--- config.mk ---
export PLATFORM = sky130hd
export DESIGN_NAME = filter_seq_ctrl
export DESIGN_NICKNAME = d
export VERILOG_FILES = /design/src/rtl/filter_seq_pkg.sv /design/src/rtl/pix_addr_cnt.sv /design/src/rtl/filter_seq_ctrl.sv
export SDC_FILE = /design/constraint.sdc
export NUM_CORES = 1
export LEC_CHECK = 0
export CORE_MARGIN = 1.5
export CORE_UTILIZATION = 47
export DETAILED_ROUTE_END_ITERATION = 12
export GPL_TIMING_DRIVEN = 0
export PLACE_DENSITY = 0.85
export SKIP_CTS_REPAIR_TIMING = 1
export SLEW_MARGIN = 15
export SYNTH_ARGS = -nofsm -noshare
export SYNTH_HDL_FRONTEND = slang
export SYNTH_SLANG_ARGS = --single-unit
--- constraint.sdc ---
create_clock -name clk -period 3.97 [get_ports clk]
set_clock_uncertainty 0.2 [all_clocks]
set_input_delay 0.397 -clock clk [delete_from_list [all_inputs] [get_ports clk]]
set_output_delay 0.397 -clock clk [all_outputs]
set_load 0.005 [all_outputs]
--- src/rtl/filter_seq_pkg.sv ---
// Shared types and default widths for the pixel-filter frame sequencer,
// also used by the RAM and filter instantiations.
package filter_seq_pkg;

  localparam int ADDR_BITS_DEF  = 10;
  localparam int GREY_WIDTH_DEF = 8;
  localparam int PIX_WIDTH_DEF  = 3 * GREY_WIDTH_DEF;

  typedef enum logic [2:0] {
    IDLE  = 3'd0,
    READ  = 3'd1,
    APPLY = 3'd2,
    WRITE = 3'd3,
    NEXT  = 3'd4,
    DONE  = 3'd5
  } seq_state_e;

endpackage

--- src/rtl/pix_addr_cnt.sv ---
// Pixel address and written-count register pair for one frame.
// The terminal flag is the compare against the limit, so the increment never wraps.
module pix_addr_cnt #(
  parameter int ADDR_BITS = 10
) (
  input  logic                 clk_i,
  input  logic                 reset_i,
  input  logic                 clear_i,
  input  logic                 inc_i,
  input  logic [ADDR_BITS-1:0] limit_i,
  output logic [ADDR_BITS-1:0] addr_o,
  output logic                 terminal_o,
  output logic [ADDR_BITS:0]   written_o
);

  logic [ADDR_BITS-1:0] addr_q;
  logic [ADDR_BITS:0]   written_q;

  assign terminal_o = (addr_q == limit_i);
  assign addr_o     = addr_q;
  assign written_o  = written_q;

  always_ff @(posedge clk_i or posedge reset_i) begin
    if (reset_i) begin
      addr_q    <= '0;
      written_q <= '0;
    end else if (clear_i) begin
      addr_q    <= '0;
      written_q <= '0;
    end else if (inc_i) begin
      written_q <= written_q + 1'b1;
      // hold on the last address so a full-range frame stays in range
      if (!terminal_o) addr_q <= addr_q + 1'b1;
    end
  end

endmodule

--- src/rtl/filter_seq_ctrl.sv ---
// Frame sequencer: walks the source RAM, feeds the filter, writes the grey result.
// Optional FILTER_SEQ_STEP_EN adds a step input that holds NEXT for single-stepping.
//
// state | meaning
// IDLE  | waiting for start, last frame's written count held
// READ  | source address presented to the RAM
// APPLY | RAM data valid, captured into pix_out
// WRITE | destination write strobe for the current pixel
// NEXT  | count the write, advance or finish (waits for step if enabled)
// DONE  | one-cycle completion pulse
module filter_seq_ctrl
  import filter_seq_pkg::*;
#(
  parameter int ADDR_BITS  = ADDR_BITS_DEF,
  parameter int PIX_WIDTH  = PIX_WIDTH_DEF,
  parameter int GREY_WIDTH = GREY_WIDTH_DEF
) (
`ifdef FILTER_SEQ_STEP_EN
  input  logic                  step,
`endif
  input  logic                  clk,
  input  logic                  reset,
  input  logic                  start,
  input  logic [ADDR_BITS-1:0]  last_addr,
  output logic                  busy,
  output logic                  done,
  output logic [ADDR_BITS-1:0]  src_addr,
  input  logic [PIX_WIDTH-1:0]  src_data,
  output logic [PIX_WIDTH-1:0]  pix_out,
  input  logic [GREY_WIDTH-1:0] grey_in,
  output logic [ADDR_BITS-1:0]  dst_addr,
  output logic [PIX_WIDTH-1:0]  dst_data,
  output logic                  dst_we,
  output logic [ADDR_BITS:0]    written
);

  seq_state_e           state_q;
  logic [ADDR_BITS-1:0] last_q;
  logic                 busy_q;
  logic                 done_q;
  logic                 we_q;
  logic [ADDR_BITS-1:0] dst_addr_q;
  logic [PIX_WIDTH-1:0] pix_q;

  logic                 step_ok;
  logic                 cnt_clear;
  logic                 cnt_inc;
  logic [ADDR_BITS-1:0] addr;
  logic                 terminal;

`ifdef FILTER_SEQ_STEP_EN
  assign step_ok = step;
`else
  assign step_ok = 1'b1;
`endif

  assign cnt_clear = (state_q == IDLE) && start;
  assign cnt_inc   = (state_q == NEXT) && step_ok;

  pix_addr_cnt #(
    .ADDR_BITS (ADDR_BITS)
  ) u_addr_cnt (
    .clk_i      (clk),
    .reset_i    (reset),
    .clear_i    (cnt_clear),
    .inc_i      (cnt_inc),
    .limit_i    (last_q),
    .addr_o     (addr),
    .terminal_o (terminal),
    .written_o  (written)
  );

  always_ff @(posedge clk or posedge reset) begin
    if (reset) begin
      state_q    <= IDLE;
      last_q     <= '0;
      busy_q     <= 1'b0;
      done_q     <= 1'b0;
      we_q       <= 1'b0;
      dst_addr_q <= '0;
      pix_q      <= '0;
    end else begin
      done_q <= 1'b0;
      we_q   <= 1'b0;
      case (state_q)
        IDLE: begin
          if (start) begin
            last_q  <= last_addr;
            busy_q  <= 1'b1;
            state_q <= READ;
          end
        end
        READ: state_q <= APPLY;
        APPLY: begin
          pix_q      <= src_data;
          dst_addr_q <= addr;
          we_q       <= 1'b1;
          state_q    <= WRITE;
        end
        WRITE: state_q <= NEXT;
        NEXT: begin
          if (step_ok) begin
            if (terminal) begin
              done_q  <= 1'b1;
              state_q <= DONE;
            end else begin
              state_q <= READ;
            end
          end
        end
        DONE: begin
          busy_q  <= 1'b0;
          state_q <= IDLE;
        end
        default: begin
          busy_q  <= 1'b0;
          state_q <= IDLE;
        end
      endcase
    end
  end

  assign src_addr = addr;
  assign busy     = busy_q;
  assign done     = done_q;
  assign dst_we   = we_q;
  assign dst_addr = dst_addr_q;
  assign pix_out  = pix_q;
  assign dst_data = {3{grey_in}};

endmodule

==> results.cfg, run 1 <==
[run_status]
outcome = completed

[worst_setup_path]
crit_fanout = 10
worst_setup_path_start_kind = flop
critical_path.endpoint_type = flop
crit-reg2reg-launch = u_addr_cnt.addr_o[3]
cp.required_ps = 4000
r2r_end = u_addr_cnt.addr_o[2]
cp-startpoint = u_addr_cnt.addr_o[3]
arrival_ps = 2140
worst_r2r_path_depth = 6
timing_worst_setup_path_type = flop to flop
r2r_setup_slack_ps = 1860
setup.worst_path.end = u_addr_cnt.addr_o[2]

[cells_and_area]
final-seq-area_mm2 = 0.001777
antenna_cells = 0
area_of_the_multi_input_gates_mm2 = 0.001227
final_core_util_pct = 70.37
final_layout_size_suffix_gt1_share_pct = 21.45
fillers = 511
layout-area-overhead-vs-synth_pct = 46.15
nNetsFinal = 457

[floorplanning]
effective_utilization_at_floorplan_pct = 48.15
floorplan.io_pins = 127
fp.coreArea_mm2 = 0.006756
floorplan.die.width_um = 86.20
floorplan.die_area_mm2 = 0.007430
placementRows = 30
die_h_um = 86.20

[synth]
synthTopCellsByArea = sky130_fd_sc_hd__dfrtp_1 55%, sky130_fd_sc_hd__mux2_2 11%, sky130_fd_sc_hd__buf_4 6.0%
synth-seq-area-share_pct = 54.62
synthCells = 280
synth_ff_type = sky130_fd_sc_hd__dfrtp_1
synthesis.area_per_instance_um2 = 11.62
synth_top_area_share_pct = 54.62
synth.net_count = 327
yosys.cell_types.count = 39
yosys.cell_count.top_type = sky130_fd_sc_hd__dfrtp_1
synthesis.yosys.warnings = 0
synth_area_mm2 = 0.003253
synth.top_cells.by_count = 71 x sky130_fd_sc_hd__dfrtp_1, 45 x sky130_fd_sc_hd__nand2_1, 32 x sky130_fd_sc_hd__mux2_2
synth_area_leader_cell = sky130_fd_sc_hd__dfrtp_1
synth_enable_flop_cells = 0
ys_ff_latch = 71
async_reset_ff_share_pct = 100.0

[drt]
drt_wl_total_mm = 7.114
ant_nets = 0
drt-vias-per-instance = 5.164
drt-wirelength-per-cell_um = 14.37
routed-via-count = 2556
detail_route.first_pass.iterations = 4
initialDrtViolationCount = 70
drc = 0

[pwr]
power.static_leakage_nw = 2.077
sw_frac_of_total_pct = 30.77
power_spent_charging_and_discharging_nets_mw = 0.8532
power.density_mw_per_mm2 = 583.1
power.share.sequential_pct = 39.9
p_comb_share_pct = 39.8
clock_power_share_pct = 20.3
intPower_mw = 1.919
vdd_drop_max_mv = 0.3143

[cts]
clk_pin_slew_worst_paths_ps = 70
number_of_buffers_inserted_during_clock_tree_synthesis = 9
clock_tree.htree_level_count = 3
root_buffer = sky130_fd_sc_hd__clkbuf_8
cts_buffer_depth = 2
worst_skew_pair.late_latency_ps = 330
cts.sink_count = 71
cts_tree = done

[placed_design]
post-dp-hpwl_mm = 5.291
globalplace.congestion = 0.7902
port_buffers = 118

[timing]
final.period_utilization_pct = 53.04
setup_viol = 0
maxSlewHeadroom_pct = 70.27
totalNegativeSetupSlack_ps = 0
worst_slew_pin_slew_ps = 446.0
timing.final.crit_period_ps = 2106
maxSlewViolCount = 0
max_freq_ghz = 0.4749
rsz0062_at_grt = false
timing.final.hold_violations = 0

[flow_run]
max_cap_violations = 0

[grt]
met1_layer_usage_reported_by_global_route_pct = 26.16
grt_remaining_overflow = 0
global_route.usage.total_pct = 20.39
first_global_vias = 2419
antenna_violations_before_repair = 0
use_met2_pct = 33.21
met3_usage_pct = 4.381
grt_pass1_wl_mm = 11.72
global_route.peak_usage_layer = met2
maximum_number_of_pins_on_one_net_before_global_route_repair = 48

[worst_hold_path]
holdCritPathClass = input port to async pin
[layout by cell type (no fill, tap or decap), drive strengths merged, types with 4 or more instances in the layout]
| cell | n |
|---|---|
| clkdlybuf4s50 | 118 |
| dfrtp | 71 |
| nand2 | 46 |
| mux2 | 34 |
| buf | 32 |
| o21ai | 19 |
| clkbuf | 14 |
| xnor2 | 12 |
| nand3 | 9 |
| and3 | 7 |
| nand4 | 5 |
| o31ai | 5 |
| nor2 | 5 |
| o211ai | 4 |
| inv | 4 |
[worst min-delay path by stage]
stage                             start                        to  slack [ps]  cells after the start
2_1_floorplan                 last_q[0]                 last_q[0]         270                      2
3_3_place_gp   u_addr_cnt.written_o[10]  u_addr_cnt.written_o[10]         260                      1
3_5_place_dp   u_addr_cnt.written_o[10]  u_addr_cnt.written_o[10]         270                      1
4_1_cts                           reset               pix_out[12]         180                      2
5_1_grt                           reset               pix_out[12]         210                      2
6_report                          reset               pix_out[12]         180                      2
[final cells by class]
class	count	share of cell area [%]
buffer	33	4.921
clock buffer	12	3.053
clock inverter	4	0.9474
inverter	4	0.3684
multi-input combinational	172	25.82
sequential	71	37.37
tap	80	2.105
timing repair buffer	119	25.42
[flip-flops by register name, summed over array words and instances, names as in the netlist]
signal,count
u_addr_cnt.addr_o,10
u_addr_cnt.written_o,11
state_q,3
done,1
pix_out,24
busy,1
dst_addr,10
dst_we,1
last_q,10
[power by group through the flow]
| stage | registers [mW] | clock network [mW] | logic (mW) |
|---|---|---|---|
| 2_1_floorplan | 1.11 | 0 | 0.600 |
| 3_3_place_gp | 1.10 | 0 | 1.08 |
| 3_5_place_dp | 1.12 | 0 | 1.11 |
| 4_1_cts | 1.11 | 0.574 | 1.12 |
| 5_1_grt | 1.14 | 0.609 | 1.21 |
| 6_report | 1.11 | 0.563 | 1.10 |
[per-stage QoR]
stage               area, um^2  setup slack (ps)  hold slack [ps]  instances  total power, mW
finish                    4755              1864            184.2        495            2.773
global placement          4534             466.6            260.6        478            2.181
floorplan                 3253              1576            266.5        280            1.712
detailed placement        4564              1781            269.4        479            2.234
global route              4755              1681            205.0        495            2.955
CTS                       4755              1852            182.2        495            2.802
[logic make-up after synthesis]
group,share of synthesized area [%]
flops,54.62
mux,12.69
xor+xnor,3.500
compound gates,7.885
fa+ha+maj,0.7691
buf+inv,7.654
simple gates,12.88
[worst max-delay path, stage by stage (launching register included)]
cell                       delay, ps
sky130_fd_sc_hd__dfrtp_1         480
sky130_fd_sc_hd__xnor2_1         200
sky130_fd_sc_hd__nand4_1         280
sky130_fd_sc_hd__o31ai_4         380
sky130_fd_sc_hd__buf_4           240
sky130_fd_sc_hd__o211ai_1        110
sky130_fd_sc_hd__o31ai_1         110
[per-layer routing]
layer	up-vias	share of wire (%)
met4	0	1.6
met1	1236	43
met3	13	6.2
met5	-	0
met2	99	49
li1	1208	-
(Power assumes the default switching activity.)
==> inputs of run 2 (changes only) <==
CORE_UTILIZATION = 44   (was 47)
PLACE_DENSITY = 0.81   (was 0.85)
clock period = 2.1 ns   (was 3.97 ns; I/O delays follow)
==> results.cfg, run 2 (same netlist as run 1, synthesis figures left out) <==
[run_status]
outcome = completed

[drt]
drt-wirelength-per-cell_um = 13.69
drt-vias-per-instance = 4.832
initialDrtViolationCount = 76
detail_route.first_pass.iterations = 4
ant_nets = 0
routed-via-count = 2503
drc = 0
drt_wl_total_mm = 7.092

[timing]
maxSlewHeadroom_pct = 71.22
setup_viol = 0
timing.final.crit_period_ps = 1955
totalNegativeSetupSlack_ps = 0
maxSlewViolCount = 0
final.period_utilization_pct = 93.09
max_freq_ghz = 0.5115
worst_slew_pin_slew_ps = 431.3
rsz0062_at_grt = false
timing.final.hold_violations = 0

[cells_and_area]
final_core_util_pct = 66.79
layout-area-overhead-vs-synth_pct = 48.12
number_of_flip_flops_under_the_largest_register_name = 24
final_layout_size_suffix_gt1_share_pct = 21.72
final_cells = 518
layout.cells.most_common = sky130_fd_sc_hd__clkdlybuf4s50_1
layout_common_cells = 118 x sky130_fd_sc_hd__clkdlybuf4s50_1, 71 x sky130_fd_sc_hd__dfrtp_1, 45 x sky130_fd_sc_hd__nand2_1, 32 x sky130_fd_sc_hd__mux2_2, 28 x sky130_fd_sc_hd__buf_4
final_design_area_no_fill_mm2 = 0.004818
antenna_cells = 0
nNetsFinal = 461

[worst_setup_path]
critical_path.endpoint_type = flop
cp_slowest_stage_delay_ps = 410
crit_fanout = 10
worst_r2r_path_depth = 4
critical-path-slowest-cell = sky130_fd_sc_hd__nor3b_4
worst_setup_path_start_kind = flop
arrival_ps = 1980
crit_top_cell = sky130_fd_sc_hd__buf_2
cp.required_ps = 2120
worst_path_cell_trace = buf_2 -> nor3b_4 -> buf_2 -> mux2_2
timing_worst_setup_path_type = flop to flop

[floorplanning]
floorplan.die_area_mm2 = 0.007918
effective_utilization_at_floorplan_pct = 45.09
die_h_um = 88.99
placementRows = 31
floorplan.io_pins = 127
fp.coreArea_mm2 = 0.007214
floorplan.die.width_um = 88.99

[grt]
global_route.usage.total_pct = 17.99
grt_remaining_overflow = 0
maximum_number_of_pins_on_one_net_before_global_route_repair = 35
antenna_violations_before_repair = 0
grt_pass1_wl_mm = 10.72
first_global_vias = 2287

[cts]
cts_buffer_depth = 2
worst_skew_pair.late_latency_ps = 340
clock_tree.htree_level_count = 3
number_of_buffers_inserted_during_clock_tree_synthesis = 9
cts.sink_count = 71
cts_tree = done
clk_pin_slew_worst_paths_ps = 70
root_buffer = sky130_fd_sc_hd__clkbuf_8

[pwr]
power.total_mw = 5.265
power.density_mw_per_mm2 = 1093
vdd_drop_max_mv = 0.5720
power.static_leakage_nw = 2.085

[placed_design]
post_dp_cell_area_mm2 = 0.004602
post-dp-hpwl_mm = 5.323
globalplace.congestion = 0.8014
placed_cells = 499
port_buffers = 118

[worst_hold_path]
holdCritPathClass = input port to flop
hold_path_stages = 3

[flow_run]
max_cap_violations = 0
[run 2: cell types whose count changed in the layout (fill, tap and decap cells not counted), sizes merged]
cell	delta
clkbuf	+1
clkinv	-2
inv	-1
buf	+3
dlygate4sd3	+1
clkinvlp	+2
[run 2: final cells by class]
type	instances	area (um^2)
Multi-Input combinational cell	172	1227
Inverter	4	18.77
Clock buffer	13	148.9
Sequential cell	71	1777
Buffer	33	234.0
Clock inverter	3	42.54
Fill cell	572	2396
Tap cell	99	123.9
Timing Repair Buffer	123	1246
[run 2: worst paths after layout]
| kind | from | end | slack, ps |
|---|---|---|---|
| setup / recovery | state_q[2] | pix_out[0] | 150 |
| hold / removal | last_addr[4] | last_q[4] | 190 |
| setup reg to reg | state_q[2] | pix_out[0] | 150 |
| hold reg to reg | u_addr_cnt.written_o[10] | u_addr_cnt.written_o[10] | 270 |
| max in group asynchronous | reset | last_q[9] | 730 |
| min in group asynchronous | reset | pix_out[18] | 520 |
[run 2: power breakdown]
part | internal (mW) | switching (mW) | leakage (nW)
combinational | 1.28 | 0.844 | 1.08
clock | 0.581 | 0.477 | 0.0936
sequential | 1.80 | 0.288 | 0.912
total | 3.66 | 1.61 | 2.08
[run 2: worst max-delay path: cells and delay by family (launching register included)]
kind	cells	cell delay (ps)
buffers and inverters	2	500
muxes	1	370
and+or+nand+nor	1	410
DFF	1	360
[run 2: stage by stage]
stage,setup WS [ps],hold WS (ps)
finish,145.1,194.7
global route,14.14,198.9
CTS,84.77,-41.08
detailed placement,109.6,270.3
global placement,64.23,261.0
floorplan,316.6,115.4
[run 2: routing by layer]
metal	routed length (um)	part of all wire (%)	track usage (%)	vias to the layer above
met5	0	0	0	-
met4	129	1.8	8.951	0
met3	488	6.9	4.063	12
met2	3414	48	28.44	96
met1	3058	43	23.45	1186
li1	-	-	-	1209
==> inputs of run 3 (changes only) <==
CORE_UTILIZATION = 45   (was 44)
CTS_BUF_LIST = sky130_fd_sc_hd__clkbuf_8   (was not set)
PLACE_DENSITY = 0.82   (was 0.81)
==> results.cfg, run 3 (same netlist as run 1, synthesis figures left out) <==
[floorplanning]
floorplan.die_area_mm2 = 0.007748
die_h_um = 88.03
placementRows = 30
effective_utilization_at_floorplan_pct = 47.10
floorplan.io_pins = 127
fp.coreArea_mm2 = 0.006907
floorplan.die.width_um = 88.03

[pwr]
power.density_mw_per_mm2 = 1104
power.share.sequential_pct = 39.4
power_spent_charging_and_discharging_nets_mw = 1.626
vdd_drop_max_mv = 0.4876
p_comb_share_pct = 39.6
sw_frac_of_total_pct = 30.61
power.total_mw = 5.310
power.static_leakage_nw = 2.080
intPower_mw = 3.685
clock_power_share_pct = 21.1

[worst_setup_path]
critical-path-slowest-cell = sky130_fd_sc_hd__dfrtp_1
worst_path_dominant_cell_family = compound AO/OA/AOI/OAI gates
crit_fanout = 10
timing_worst_setup_path_type = flop to flop
worst_path_cell_trace = xnor2_1 -> nand4_1 -> o31ai_4 -> buf_4 -> o211ai_1 -> o31ai_1
arrival_ps = 1990
crit_buf_inv = 1
critical_path.endpoint_type = flop
worst_setup_path_start_kind = flop
cp-startpoint = u_addr_cnt.addr_o[6]
cp.required_ps = 2130
cp_slowest_stage_delay_ps = 500
crit-reg2reg-launch = u_addr_cnt.addr_o[6]

[drt]
met2_wirelength_mm = 3.633
detail_route.wirelength.met1_mm = 3.020
detail_route.first_pass.iterations = 4
met3WireLength_um = 412
drt-wirelength-per-cell_um = 14.04
initialDrtViolationCount = 107
ant_nets = 0
drc = 0
drt_wl_total_mm = 7.202
drt-vias-per-instance = 5.058
route.top_layer_used = met4
routed-via-count = 2595

[cts]
worst_skew_pair.late_latency_ps = 340
root_buffer = sky130_fd_sc_hd__clkbuf_8
clock_tree.htree_level_count = 3
cts.sink_count = 71
clk_pin_slew_worst_paths_ps = 70
cts_buffer_depth = 2
number_of_buffers_inserted_during_clock_tree_synthesis = 9
cts_tree = done

[cells_and_area]
fillers = 547
layout.cells.most_common = sky130_fd_sc_hd__clkdlybuf4s50_1
layout-area-overhead-vs-synth_pct = 47.81
number_of_flip_flops_under_the_largest_register_name = 24
layout_common_cells = 118 x sky130_fd_sc_hd__clkdlybuf4s50_1, 69 x sky130_fd_sc_hd__dfrtp_1, 45 x sky130_fd_sc_hd__nand2_1, 32 x sky130_fd_sc_hd__mux2_2, 28 x sky130_fd_sc_hd__buf_4
final-seq-area_mm2 = 0.001779
area_of_the_multi_input_gates_mm2 = 0.001232
final_layout_size_suffix_gt1_share_pct = 23.02
antenna_cells = 0
nNetsFinal = 459

[grt]
first_global_vias = 2459
maximum_number_of_pins_on_one_net_before_global_route_repair = 38
global_route.usage.total_pct = 18.94
grt_pass1_wl_mm = 11.26
antenna_violations_before_repair = 0
grt_remaining_overflow = 0

[placed_design]
post-dp-hpwl_mm = 5.402
globalplace.congestion = 0.7788
port_buffers = 118

[timing]
max_freq_ghz = 0.5100
timing.final.hold_violations = 0
setup_viol = 0
timing.final.crit_period_ps = 1961
totalNegativeSetupSlack_ps = 0
maxSlewViolCount = 0
hold_ws_ps = 172.7
maxSlewHeadroom_pct = 50.03
final.period_utilization_pct = 93.37
worst_slew_pin_slew_ps = 747.9
rsz0062_at_grt = false

[flow_run]
max_cap_violations = 0

[worst_hold_path]
holdCritPathClass = input port to async pin

[run_status]
outcome = completed
-- run 3: area by class of cell --
type	instances	share of cell area, %
Sequential cell	71	37.00
Tap cell	96	2.498
Multi-Input combinational cell	172	25.63
Clock inverter	5	1.171
Clock buffer	11	3.149
Timing Repair Buffer	121	25.29
Inverter	4	0.3903
Buffer	33	4.866
-- run 3: final timing paths --
check	to	slack [ps]	cells past startpoint
max	u_addr_cnt.addr_o[2]	140	6
min	pix_out[1]	170	2
max reg2reg	u_addr_cnt.addr_o[2]	140	6
min reg2reg	u_addr_cnt.written_o[10]	280	1
max in group asynchronous	u_addr_cnt.addr_o[6]	920	3
min in group clk	last_q[2]	200	3
-- run 3: power groups by stage --
stage                     Combinational (mW)  Clock (mW)  Sequential (mW)
after detailed placement                2.10           0             2.11
after floorplan                         1.14           0             2.10
final                                   2.10        1.12             2.09
after global placement                  2.04           0             2.09
after global routing                    2.31        1.20             2.15
after CTS                               2.11        1.14             2.09
-- run 3: metrics by stage --
stage / worst slack, ps / area (um^2) / std cells / util, %
after detailed placement: 95.12 / 4578 / 495 / 66.29
after global placement: 60.84 / 4558 / 494 / 66.00
after global routing: 3.259 / 4808 / 513 / 69.62
final: 139.2 / 4808 / 513 / 69.62
after CTS: 53.44 / 4786 / 511 / 69.29
after floorplan: 316.6 / 3257 / 280 / -
-- run 3: per-layer routing --
metal	GRT usage, %	up-vias
met3	4.053	15
met2	31.16	98
met4	8.665	0
li1	-	1209
met5	0	-
met1	24.02	1273
==> patch 1 (settings of run 1) <==
The package constant `ADDR_BITS_DEF` goes from 10 to 11.
--- a/src/rtl/filter_seq_pkg.sv
+++ b/src/rtl/filter_seq_pkg.sv
@@ -3,5 +3,5 @@
 package filter_seq_pkg;
 
-  localparam int ADDR_BITS_DEF  = 10;
+  localparam int ADDR_BITS_DEF  = 11;
   localparam int GREY_WIDTH_DEF = 8;
   localparam int PIX_WIDTH_DEF  = 3 * GREY_WIDTH_DEF;
Ports: changed (resized dst_addr, last_addr, src_addr and written); port bits go from 127 to 131. No check against the original RTL was run, so the function may have changed too.
==> patch 1 against run 1 <==
Sequential cell count grew 4; total power grew 8.1%; critical endpoint is now u_addr_cnt.addr_o[8]$_DFFE_PP0P_; wire length grew 6.4%; final area grew 6.5%; via count grew 6.0%; setup slack gained 0.015 ns; synthesized area grew 5.5%.
==> patch 1: results (changes against run 1) <==
[setup_path]
r2r_start=u_addr_cnt.addr_o[0]$_DFFE_PP0P_
path_max_fanout=7  ; -3
cp_slowest_stage_delay_ns=0.50  ; +0.02 ns
reg2reg_depth=5  ; -1
crit_family=simple AND/OR/NAND/NOR gates
cp-endpoint=u_addr_cnt.addr_o[8]$_DFFE_PP0P_
slowest_stage=nor4_2

[cells_and_area]
nets=480  ; +5.0%
antennaDiodeCount=0  ; unchanged
drive_gt1_frac=0.222  ; +0.00751
regArea_um2=1880  ; +5.6%
largest_reg_flops=24  ; unchanged
nFillCells=503  ; -1.6%

[synthesis]
ys_seq_area_frac=0.547  ; about the same
synthTopCellsByCount=dfrtp_1 (75), nand2_1 (53), mux2_2 (35), buf_4 (24), nand3_1 (12)
syn_area_per_cell_um2=11.5  ; -0.84%
syn-num-nets=346  ; +5.8%
synthDistinctLibCells=42  ; +7.7%

[place]
dp_cells=517  ; +7.9%
numPortBuffers=122  ; +3.4%
gp_routability_congestion=0.797  ; +0.90%
hpwl_mm=5.56  ; +5.0%

[global_route]
grt_pass1_vias=2538  ; +4.9%
grtUsageTotal=0.194  ; -0.0102
grt_max_degree=54  ; +13%
grt_pass1_wl_mm=11.7  ; -0.36%

[power]
peakVddDrop_uv=324  ; +3.2%
p_sw_mw=0.870  ; +2.0%

[drt]
avgViaCountPerCell=5.08  ; -1.6%
drt-total-wl_mm=7.57  ; +6.4%
wire_per_inst_um=14.2  ; -1.2%
drtIter0Drc=61  ; -13%

[outcome]
status=complete, no violations

[timing]
fin_worst_hold_slack_ns=0.183  ; -0.000848 ns
worstMarginPinSlew_ns=0.493  ; +0.0468 ns

==> patch 1: metal layers <==
layer | wire (um) | track usage | vias to the layer above
li1 | - | - | 1276
met1 | 3210 | 0.247 | 1326
met2 | 3820 | 0.328 | 97
met3 | 438 | 0.0410 | 10
met4 | 97 | 0.0682 | 0
met5 | 0 | 0 | -
==> patch 1: kinds of logic after synthesis <==
kind of cell    synth area share
mux                        0.135
fa+ha+maj                0.00729
compound gates            0.0612
buf+inv                   0.0740
xor+xnor                  0.0357
flops                      0.547
simple gates               0.140
==> patch 1: power groups by stage <==
stage / Combinational (mW) / Sequential, mW / Clock (mW)
finish: 1.12 / 1.14 / 0.740
detailed placement: 1.13 / 1.16 / 0
global route: 1.22 / 1.17 / 0.785
global placement: 1.10 / 1.14 / 0
CTS: 1.14 / 1.14 / 0.753
floorplan: 0.604 / 1.15 / 0
==> patch 1: worst reg2reg max path: stages (launching register included) <==
cell	delay (ns)
dfrtp_1	0.47
xor2_1	0.20
nor4_2	0.51
a31oi_2	0.26
nand4_1	0.20
mux2i_1	0.19
==> patch 1: through the flow <==
step                      setup slack (ns)  power, mW
after floorplan                       1.46       1.76
after global placement               0.263       2.24
after detailed placement              1.60       2.29
after CTS                             1.88       3.03
after global routing                  1.76       3.18
final                                 1.88       3.00
==> patch 1: area by class of cell <==
| cell class | count | area share |
|---|---|---|
| sequential | 75 | 0.371 |
| tap | 96 | 0.0237 |
| buffer | 35 | 0.0479 |
| inverter | 3 | 0.00272 |
| clock buffer | 12 | 0.0326 |
| timing repair buffer | 123 | 0.247 |
| clock inverter | 4 | 0.0188 |
| multi-input combinational | 185 | 0.257 |
==> patch 2 (config.mk and constraints of run 1) <==
Made on the original files. Make the reset (`reset` and `reset_i`) synchronous in 2 clocked blocks.
--- a/src/rtl/pix_addr_cnt.sv
+++ b/src/rtl/pix_addr_cnt.sv
@@ -21,5 +21,5 @@
   assign written_o  = written_q;
 
-  always_ff @(posedge clk_i or posedge reset_i) begin
+  always_ff @(posedge clk_i) begin
     if (reset_i) begin
       addr_q    <= '0;
--- a/src/rtl/filter_seq_ctrl.sv
+++ b/src/rtl/filter_seq_ctrl.sv
@@ -71,5 +71,5 @@
   );
 
-  always_ff @(posedge clk or posedge reset) begin
+  always_ff @(posedge clk) begin
     if (reset) begin
       state_q    <= IDLE;
Formal check against the unedited RTL: differs if reset is asserted again (counterexample within 4 cycles, from zero or initial values and one cycle with reset high); with reset held inactive, the same outputs for 10 cycles.
==> patch 2 against run 1 <==
Final area is 4.9% lower; wire length is 5.5% higher; synthesized area is 6.5% lower; non-clock buffer count is 11 higher; setup slack worse by 0.032 ns; synthesized cell count is 30% higher; sequential cell count stayed put; critical endpoint is now src_addr[0].
Power is not compared: it rests on default switching activity, and its combinational part moved more than twofold at a synthesized area within 25%.
==> patch 2: results (changes against run 1) <==
[synthesis]
synthCells=364  ; +30%
ys_seq_area_frac=0.467  ; -0.0787
synth_compound_area_frac=0.111  ; +0.0319
synth.area.top_cells=dfxtp_1 (47%), nand2_1 (13%), a21oi_1 (8.7%), buf_4 (6.7%), xnor2_1 (3.2%)
async_flop_share=0  ; -1.00
synth_fa_ha_area_frac=0.00823  ; +0.000538

[timing]
fin_worst_hold_slack_ns=0.228  ; +0.0436 ns
fmax_ghz=0.468  ; -1.5%

[drt]
route.vias.total=2889  ; +13%
met3_wirelength_um=584  ; +32%
wire_per_inst_um=13.1  ; -9.0%
drt-met1-wl_mm=3.17  ; +4.1%
dr_wl_met2_mm=3.62  ; +3.0%

[cells_and_area]
drive_gt1_frac=0.121  ; -0.0937
nets=539  ; +18%
nFillCells=478  ; -6.5%
nMultiInputCombCells=247  ; +44%
nClkBuffers=9  ; -3
post-route-util=0.716  ; +0.0121

[global_route]
grt_pass1_vias=2797  ; +16%
use_met3=0.0686  ; +0.0248
grt_max_degree=13  ; -73%
grt_pass1_wl_mm=12.5  ; +6.2%

[setup_path]
crit_path_start=u_addr_cnt.addr_o[0]$_SDFFE_PP0P_
slowest_stage=dfxtp_1
r2r_start=u_addr_cnt.addr_o[2]$_SDFFE_PP0P_
crit_family=flip-flops

[power]
power_mw=1.66

[min_path]
min_path_type=in2reg

[outcome]
status=complete, no violations

[clocking]
clk_latency_ns=0.35  ; +0.02 ns

patch 2: cell count changes after synthesis, moves of 10 or more:
cell / before / now
a21oi_1: 2 / 53
clkbuf_1: 2 / 13
dfrtp_1: 71 / 0
dfxtp_1: 0 / 71
mux2_2: 32 / 0
nand2_1: 45 / 105
nor2_1: 4 / 14
o21ai_0: 18 / 2
patch 2: worst min-delay path by stage:
| stage | from | endpoint | cells past startpoint |
|---|---|---|---|
| floorplan | last_q[9]$_SDFFE_PP0P_ | last_q[9]$_SDFFE_PP0P_ | 2 |
| global placement | pix_out[3]$_SDFFE_PP0P_ | pix_out[3]$_SDFFE_PP0P_ | 2 |
| detailed placement | pix_out[22]$_SDFFE_PP0P_ | pix_out[22]$_SDFFE_PP0P_ | 2 |
| CTS | reset | state_q[0]$_SDFFE_PP0P_ | 2 |
| global route | reset | state_q[0]$_SDFFE_PP0P_ | 2 |
| finish | reset | state_q[0]$_SDFFE_PP0P_ | 2 |
